`src/rtl/nv_nvdla_hls_expand_pipe.sv`:
```
// nv_nvdla_hls_expand_pipe
// Two-stage valid/ready widening pipe. It takes a signed narrow operand and a
// left-shift request, and produces the sign-extended, left-scaled wide value.
// The shift is clamped to the headroom OUT_WIDTH-IN_WIDTH, so the result is
// always exact. Clamped beats are flagged and counted.
module nv_nvdla_hls_expand_pipe #(
  parameter int IN_WIDTH    = 32,
  parameter int OUT_WIDTH   = 49,
  parameter int SHIFT_WIDTH = 5
) (
  input  logic                   nvdla_core_clk,
  input  logic                   nvdla_core_rstn,
  input  logic                   in_pvld,
  output logic                   in_prdy,
  input  logic [IN_WIDTH-1:0]    in_pd,
  input  logic [SHIFT_WIDTH-1:0] in_shift,
  output logic                   out_pvld,
  input  logic                   out_prdy,
  output logic [OUT_WIDTH-1:0]   out_pd,
  output logic                   out_clip,
  output logic [15:0]            clip_cnt
);

  // Headroom between the narrow and wide domains. Shifting by more than this
  // would push significant bits out of the top of the result.
  localparam int                     MAXS   = OUT_WIDTH - IN_WIDTH;
  localparam logic [SHIFT_WIDTH-1:0] MAXS_S = SHIFT_WIDTH'(MAXS);

  logic                   s1_vld;
  logic [IN_WIDTH-1:0]    s1_pd;
  logic [SHIFT_WIDTH-1:0] s1_shift;
  logic                   s1_clip;

  logic                   s2_vld;
  logic [OUT_WIDTH-1:0]   s2_pd;
  logic                   s2_clip;

  logic                   s1_rdy;
  logic                   s2_rdy;
  logic                   in_xfer;
  logic                   in_clip;
  logic [OUT_WIDTH-1:0]   s1_wide;

  // A stage can load when it is empty or its contents are leaving this cycle.
  // Input ready is also forced low while reset is asserted.
  assign s2_rdy  = !s2_vld | out_prdy;
  assign s1_rdy  = !s1_vld | s2_rdy;
  assign in_prdy = s1_rdy & nvdla_core_rstn;

  assign in_xfer = in_pvld & in_prdy;
  assign in_clip = in_shift > MAXS_S;

  // Sign-extend into the wide domain, then scale. The shift amount is already
  // clamped, so this cannot overflow. The vacated low bits are zero.
  assign s1_wide = {{MAXS{s1_pd[IN_WIDTH-1]}}, s1_pd} << s1_shift;

  // Stage 1 captures the operand with its clamped shift and clip flag.
  // Data only moves on a real beat, so an idle stage keeps its last value.
  always_ff @(posedge nvdla_core_clk) begin
    if (!nvdla_core_rstn) begin
      s1_vld   <= 1'b0;
      s1_pd    <= '0;
      s1_shift <= '0;
      s1_clip  <= 1'b0;
    end else if (s1_rdy) begin
      s1_vld <= in_pvld;
      if (in_pvld) begin
        s1_pd    <= in_pd;
        s1_shift <= in_clip ? MAXS_S : in_shift;
        s1_clip  <= in_clip;
      end
    end
  end

  // Stage 2 holds the widened result. It stays frozen while downstream stalls,
  // so out_pd and out_clip are stable under backpressure.
  always_ff @(posedge nvdla_core_clk) begin
    if (!nvdla_core_rstn) begin
      s2_vld  <= 1'b0;
      s2_pd   <= '0;
      s2_clip <= 1'b0;
    end else if (s2_rdy) begin
      s2_vld <= s1_vld;
      if (s1_vld) begin
        s2_pd   <= s1_wide;
        s2_clip <= s1_clip;
      end
    end
  end

  // Count accepted beats whose shift request had to be clamped.
  // The count sticks at all-ones instead of wrapping.
  always_ff @(posedge nvdla_core_clk) begin
    if (!nvdla_core_rstn) begin
      clip_cnt <= '0;
    end else if (in_xfer && in_clip && (clip_cnt != 16'hFFFF)) begin
      clip_cnt <= clip_cnt + 16'd1;
    end
  end

  assign out_pvld = s2_vld;
  assign out_pd   = s2_pd;
  assign out_clip = s2_clip;

endmodule

```
`config.mk`:
```
export PLATFORM = sky130hd
export DESIGN_NAME = nv_nvdla_hls_expand_pipe
export DESIGN_NICKNAME = d
export VERILOG_FILES = /design/src/rtl/nv_nvdla_hls_expand_pipe.sv
export SDC_FILE = /design/constraint.sdc
export NUM_CORES = 1
export LEC_CHECK = 0
export CAP_MARGIN = 40
export CORE_MARGIN = 10
export CORE_UTILIZATION = 49
export CTS_BUF_LIST = sky130_fd_sc_hd__clkbuf_4
export DETAILED_ROUTE_END_ITERATION = 10
export GPL_TIMING_DRIVEN = 0
export PLACE_DENSITY = 0.78
export SLEW_MARGIN = 20
export SYNTH_ARGS = -nofsm -noshare
export SYNTH_HDL_FRONTEND = slang
export SYNTH_SLANG_ARGS = --single-unit
```
`constraint.sdc`:
```
create_clock -name nvdla_core_clk -period 2.01 [get_ports nvdla_core_clk]
set_input_delay 0.402 -clock nvdla_core_clk [delete_from_list [all_inputs] [get_ports nvdla_core_clk]]
set_output_delay 0.402 -clock nvdla_core_clk [all_outputs]
set_load 0.02 [all_outputs]
```
==> results of run 1 <==
## through the flow
stage	cell area [sq um]	TNS (ns)	setup slack [ns]
4_1_cts	7610	-2.16	-0.135
2_1_floorplan	5930	0	0.0434
3_3_place_gp	7190	-35.18	-0.627
3_5_place_dp	7200	-37.93	-0.673
5_1_grt	7840	-3.54	-0.161
6_report	7840	-1.48	-0.133
## power groups by stage
stage               logic (mW)  registers, mW  clock network, mW
global route              1.27           2.29               1.18
CTS                       1.12           2.27               1.09
floorplan                0.587           2.34                  0
global placement         0.990           2.31                  0
finish                    1.20           2.28               1.09
detailed placement        1.00           2.31                  0
## critical path: cells and delay by family (launching register included)
kind                   cells  cell delay (ns)
AND/OR/NAND/NOR            1             0.07
AO/OA/AOI/OAI              1             0.25
buffers and inverters      3             0.42
flip-flops                 1             0.40
multiplexers               3             0.91
## cell families (layout without fill, tap and decap cells)
kind of cell               after synthesis  in the layout  synth area share
AOI/OAI and AO/OA                      152            152             0.166
xor gates and xnor gates                 5              5           0.00739
adders and majority gates                1              1           0.00211
buffers and inverters                   64            195            0.0492
DFF                                    106            106             0.358
muxes                                  100            100             0.246
and+or+nand+nor                        223            223             0.171
## routing by layer
layer / vias up / part of all wire
met4: 0 / 0.019
met2: 228 / 0.49
met1: 2765 / 0.43
met3: 23 / 0.065
li1: 2626 / -
met5: - / 0
## flip-flops by register name, summed over array words and instances, names as in the netlist
register / flops
out_pvld: 1
out_clip: 1
s1_clip: 1
clip_cnt: 16
s1_pd: 32
out_pd: 49
s1_vld: 1
s1_shift: 5
## worst min path at each step
stage / endpoint / slack, ns
2_1_floorplan: out_clip / 0.43
3_3_place_gp: out_pd[10] / 0.44
3_5_place_dp: out_clip / 0.45
4_1_cts: clip_cnt[7] / 0.38
5_1_grt: s1_pd[17] / 0.40
6_report: clip_cnt[7] / 0.41
## what timing repair did
item | 4_1_cts | 5_1_grt
gates cloned | 1 | 1
pin swaps | 4 | 9
setup endpoints to repair | 70 | 62
setup buffers | 7 | 2
gates resized for setup | 66 | 64
## cell usage after synthesis (5+ instances only)
library cell	instances
o21ai_0	15
nand2_1	98
mux2_2	16
mux4_1	7
and3_1	10
a22o_1	7
a22oi_1	9
dfxtp_1	106
nand3_1	14
and2_1	13
buf_2	7
mux4_2	23
a21oi_1	61
o21a_1	10
a31oi_1	5
xnor2_1	5
nor3_1	6
nor2_1	52
mux2i_1	46
nand4_1	5
a2bb2oi_1	6
clkbuf_1	37
nand2b_1	6
inv_1	9
## layout make-up
class | count | area, sq um
inverters | 11 | 41.3
clock buffers | 11 | 82.6
repair buffers | 120 | 1200
plain buffers | 49 | 307
flip-flops and latches | 106 | 2130
clock inverters | 4 | 43.8
multi-input cells | 481 | 3850
fillers | 987 | 4070
well taps | 147 | 184
==> results.sh, run 1 <==
export IMPL_status="finished with violations"
export IMPL_failed_checks="setup timing"
export IMPL_tritoncts="yes"
export IMPL_antenna_cells=0
export IMPL_io_buffers=108
export IMPL_synth_top_area_frac=0.358
export IMPL_ctsHoldBuffers=0
export IMPL_synthArstFlopShare=0
export IMPL_setup_slack_ns=-0.133
export IMPL_dr_pass1_iters=5
export IMPL_synthFlopType="dfxtp_1"
export IMPL_drt_initial_drc_count=438
export IMPL_antenna_found_initial=0
export IMPL_cp_cell_sequence="buf_12, clkbuf_16, buf_12, mux4_2, mux2i_4, mux2i_1, o22ai_1, nor2_1"
export IMPL_synth_seq_cells=106
export IMPL_worstSkewPairLatency_ns=0.50
export IMPL_cts_sinks=106
export IMPL_skew_ns=0.0189
export IMPL_hpwl_um=14900
export IMPL_gr_usage_met3=0.0329
export IMPL_die_w_um=130
export IMPL_r2r_end="out_pd[32]"
export IMPL_synth_top_area_cell="dfxtp_1"
export IMPL_intPower_mw=3.17
export IMPL_clock_fmax_mhz=467
export IMPL_ant_nets=0
export IMPL_rows=40
export IMPL_cp_start_kind="register"
export IMPL_drv_cap=0
export IMPL_fin_cells=929
export IMPL_wl_per_cell_um=21.0
export IMPL_fin_worst_hold_slack_ns=0.405
export IMPL_syn_num_nets=693
export IMPL_avgViaCountPerCell=6.07
export IMPL_grt_busiest_layer="met2"
export IMPL_clockPowerShare=0.238
export IMPL_synth_edff_count=0
export IMPL_grt_use_met2=0.375
export IMPL_synth_area_leaders="dfxtp_1 (36%), mux4_2 (8.7%), mux2i_1 (7.8%), nand2_1 (6.2%), a21oi_1 (5.2%)"
export IMPL_p_seq_frac=0.498
export IMPL_max_stage_delay_ns=0.56
export IMPL_period_share=1.07
export IMPL_swShare=0.307
export IMPL_end_kind="register"
export IMPL_rsz0062_at_grt="true"
export IMPL_drc=0
export IMPL_power_total_mw=4.57
export IMPL_startpoint="s1_shift[0]"
export IMPL_fin_crit_ns=2.14
export IMPL_min_path_cells=3
export IMPL_grt_max_degree=16
export IMPL_path_clk_slew_ns=0.16
export IMPL_netlist_area_sq_um=5930
export IMPL_finalHoldViolCount=0
export IMPL_grt_usage=0.226
export IMPL_grt_pass1_wl_um=29800
export IMPL_worst_path_max_fanout=10
export IMPL_cts_buffers=9
export IMPL_gp_congestion=0.929
export IMPL_design_core_area_sq_um=11900
export IMPL_hold_class="input port to register"
export IMPL_crit_path_end="out_pd[32]"
export IMPL_dr_total_vias=5642
export IMPL_syn_inst=651
export IMPL_r2r_start="s1_shift[0]"
export IMPL_ys_types=62
export IMPL_start_util=0.497
export IMPL_combPwrFrac=0.264
export IMPL_critical_path_class="register to register"
export IMPL_fin_nets=820
export IMPL_power_density_nw_per_um2=582
export IMPL_tightestPinTransition_ns=0.830
export IMPL_grt_overflow_total=0
export IMPL_drv_slew=0
export IMPL_ys_warn_count=0
export IMPL_layout_common_cells="dfxtp_1 (103), nand2_1 (98), clkdlybuf4s50_1 (97)"
export IMPL_slew_headroom=0.441
export IMPL_hp_start="nvdla_core_rstn"
export IMPL_r2r_slack_ns=-0.13
export IMPL_final_setup_viol_count=29
export IMPL_layout_cells_most_common="dfxtp_1"
export IMPL_syn_to_final_growth_pct=32.4
export IMPL_htree_levels=3
export IMPL_worstPathArrival_ns=2.56
export IMPL_cts_root_buf="clkbuf_4"
export IMPL_fin_util=0.659
export IMPL_grt_pass1_vias=5424
export IMPL_yosysSeqAreaShare=0.358
export IMPL_p_leak_nw=2.93
export IMPL_synth_area_per_cell_sq_um=9.10
export IMPL_critPathMostFrequentCell="buf_12"
export IMPL_die_h_um=130
export IMPL_routed_wl_um=19500
export IMPL_critPathSlowestCell="mux4_2"
export IMPL_dieArea_sq_um=16900
export IMPL_ff2ff_path_depth=8
export IMPL_drive_above_1_share=0.189
export IMPL_use_met1=0.291
export IMPL_p_sw_mw=1.40
export IMPL_irDropWorstVdd_uv=347
export IMPL_clock_path_buffers=2
export IMPL_dp_cells=907
export IMPL_io_pins=109
export IMPL_required_ns=2.42
Note: power is estimated with default switching activity, not from simulation.
==> inputs of run 2 (changes only) <==
--- a/config.mk
+++ b/config.mk
@@ -9,8 +9,9 @@
 export CORE_MARGIN = 10
 export CORE_UTILIZATION = 49
 export CTS_BUF_LIST = sky130_fd_sc_hd__clkbuf_4
+export CTS_CLUSTER_DIAMETER = 120
 export DETAILED_ROUTE_END_ITERATION = 10
-export GPL_TIMING_DRIVEN = 0
+export GPL_TIMING_DRIVEN = 1
 export PLACE_DENSITY = 0.78
 export SLEW_MARGIN = 20
 export SYNTH_ARGS = -nofsm -noshare
==> results.sh, run 2 (synthesized netlist as in run 1, its figures left out) <==
export IMPL_status="finished with violations"
export IMPL_failed_checks="setup timing"
export IMPL_tritoncts="yes"
export IMPL_skew_ns=0.0312
export IMPL_antenna_cells=0
export IMPL_grt_usage=0.213
export IMPL_r2r_start="s1_shift[0]"
export IMPL_drv_cap=0
export IMPL_clock_fmax_mhz=466
export IMPL_critPathSlowestCell="mux4_2"
export IMPL_holdPathEnd="s1_pd[10]"
export IMPL_r2r_slack_ns=-0.14
export IMPL_final_setup_viol_count=22
export IMPL_ant_nets=0
export IMPL_setup_slack_ns=-0.136
export IMPL_design_core_area_sq_um=11900
export IMPL_layout_common_cells="dfxtp_1 (102), clkdlybuf4s50_1 (100), nand2_1 (98)"
export IMPL_p_leak_nw=3.02
export IMPL_routed_wl_um=17900
export IMPL_antenna_found_initial=0
export IMPL_drc=0
export IMPL_final_cell_area_sq_um=7860
export IMPL_clock_path_buffers=2
export IMPL_worst_path_max_fanout=7
export IMPL_avgViaCountPerCell=5.95
export IMPL_required_ns=2.42
export IMPL_finalSetupTns_ns=-0.996
export IMPL_fin_crit_ns=2.15
export IMPL_dr_pass1_iters=5
export IMPL_worstSkewPairLatency_ns=0.49
export IMPL_end_kind="register"
export IMPL_drv_slew=0
export IMPL_period_share=1.07
export IMPL_cp_cell_sequence="buf_12, mux4_2, mux2_4, mux2i_1, buf_4, a21oi_2, a32o_1"
export IMPL_r2r_end="out_pd[25]"
export IMPL_worstPathArrival_ns=2.55
export IMPL_syn_to_final_growth_pct=32.6
export IMPL_power_density_nw_per_um2=562
export IMPL_wl_per_cell_um=19.2
export IMPL_cts_sinks=106
export IMPL_start_util=0.497
export IMPL_ff2ff_path_depth=7
export IMPL_drt_initial_drc_count=484
export IMPL_io_buffers=108
export IMPL_slew_headroom=0.616
export IMPL_irDropWorstVdd_uv=334
export IMPL_cts_buffers=9
export IMPL_rsz0062_at_grt="true"
export IMPL_dr_total_vias=5555
export IMPL_fin_worst_hold_slack_ns=0.441
export IMPL_dieArea_sq_um=16900
export IMPL_fin_nets=825
export IMPL_drive_above_1_share=0.216
export IMPL_hold_class="input port to register"
export IMPL_die_h_um=130
export IMPL_grt_pass1_wl_um=28900
export IMPL_largest_register_ffs=49
export IMPL_cts_root_buf="clkbuf_4"
export IMPL_critical_path_class="register to register"
export IMPL_hp_start="in_pd[10]"
export IMPL_cp_depth=7
export IMPL_htree_levels=3
export IMPL_max_stage_delay_ns=0.54
export IMPL_gp_congestion=0.930
export IMPL_hpwl_um=13400
export IMPL_top_layer_used="met4"
export IMPL_io_pins=109
export IMPL_dp_cells=914
export IMPL_grt_pass1_vias=5485
export IMPL_wl_met2_um=8340
export IMPL_placed_area_sq_um=7490
export IMPL_met1_length_um=8070
export IMPL_rows=40
export IMPL_fin_cells=933
export IMPL_min_path_cells=3
export IMPL_tightestPinTransition_ns=0.573
export IMPL_cp_start_kind="register"
export IMPL_finalHoldViolCount=0
export IMPL_path_clk_slew_ns=0.16
export IMPL_grt_max_degree=40
export IMPL_crit_buf_inv=2
export IMPL_fillers=978
export IMPL_met3_length_um=1060
export IMPL_die_w_um=130
export IMPL_grt_overflow_total=0
export IMPL_layout_cells_most_common="dfxtp_1"
export IMPL_cp_top_family="multiplexers"
## run 2: worst min-delay path: cells and delay by family
family	cells	cell delay, ns
buf+inv	1	0.39
simple gates	1	0.05
compound gates	1	0.05
## run 2: worst max-delay path by stage
stage                      from         end  slack [ns]
global placement       out_prdy     in_prdy       -0.11
global route        s1_shift[0]  out_pd[25]       -0.16
detailed placement  s1_shift[0]  out_pd[32]       -0.13
floorplan           s1_shift[0]  out_pd[41]        0.04
finish              s1_shift[0]  out_pd[25]       -0.14
CTS                 s1_shift[0]  out_pd[25]       -0.07
## run 2: report_power, final
| group | total [mW] | internal (mW) | switching (mW) |
|---|---|---|---|
| Sequential | 2.28 | 2.19 | 0.0903 |
| Combinational | 1.18 | 0.607 | 0.573 |
| Clock | 0.957 | 0.268 | 0.688 |
| Total | 4.42 | 3.07 | 1.35 |
## run 2: through the flow
step	setup WS [ns]	util	power [mW]
floorplan	0.0434	-	2.93
global placement	-0.107	0.629	3.36
detailed placement	-0.131	0.629	3.38
CTS	-0.0662	0.646	4.37
global route	-0.165	0.660	4.62
finish	-0.136	0.660	4.42
## run 2: cell type report
| type | count | area [sq um] | share of cell area |
|---|---|---|---|
| Multi-Input combinational cell | 481 | 3680 | 0.468 |
| Clock inverter | 3 | 18.8 | 0.00239 |
| Tap cell | 147 | 184 | 0.0234 |
| Timing Repair Buffer | 174 | 1720 | 0.219 |
| Sequential cell | 106 | 2130 | 0.271 |
| Clock buffer | 11 | 82.6 | 0.0105 |
| Inverter | 11 | 41.3 | 0.00526 |
## run 2: repair_timing
item | CTS | global route
resized for setup | 27 | 44
pin swaps | 6 | 3
hold buffers | 0 | 0
buffers inserted | 1 | 3
cloned | 1 | 0
endpoints found under the setup margin | 29 | 53
## run 2: layer usage
metal	GRT usage	vias to the layer above
met3	0.0365	35
li1	-	2626
met4	0.0820	0
met2	0.333	200
met1	0.287	2694
met5	0	-
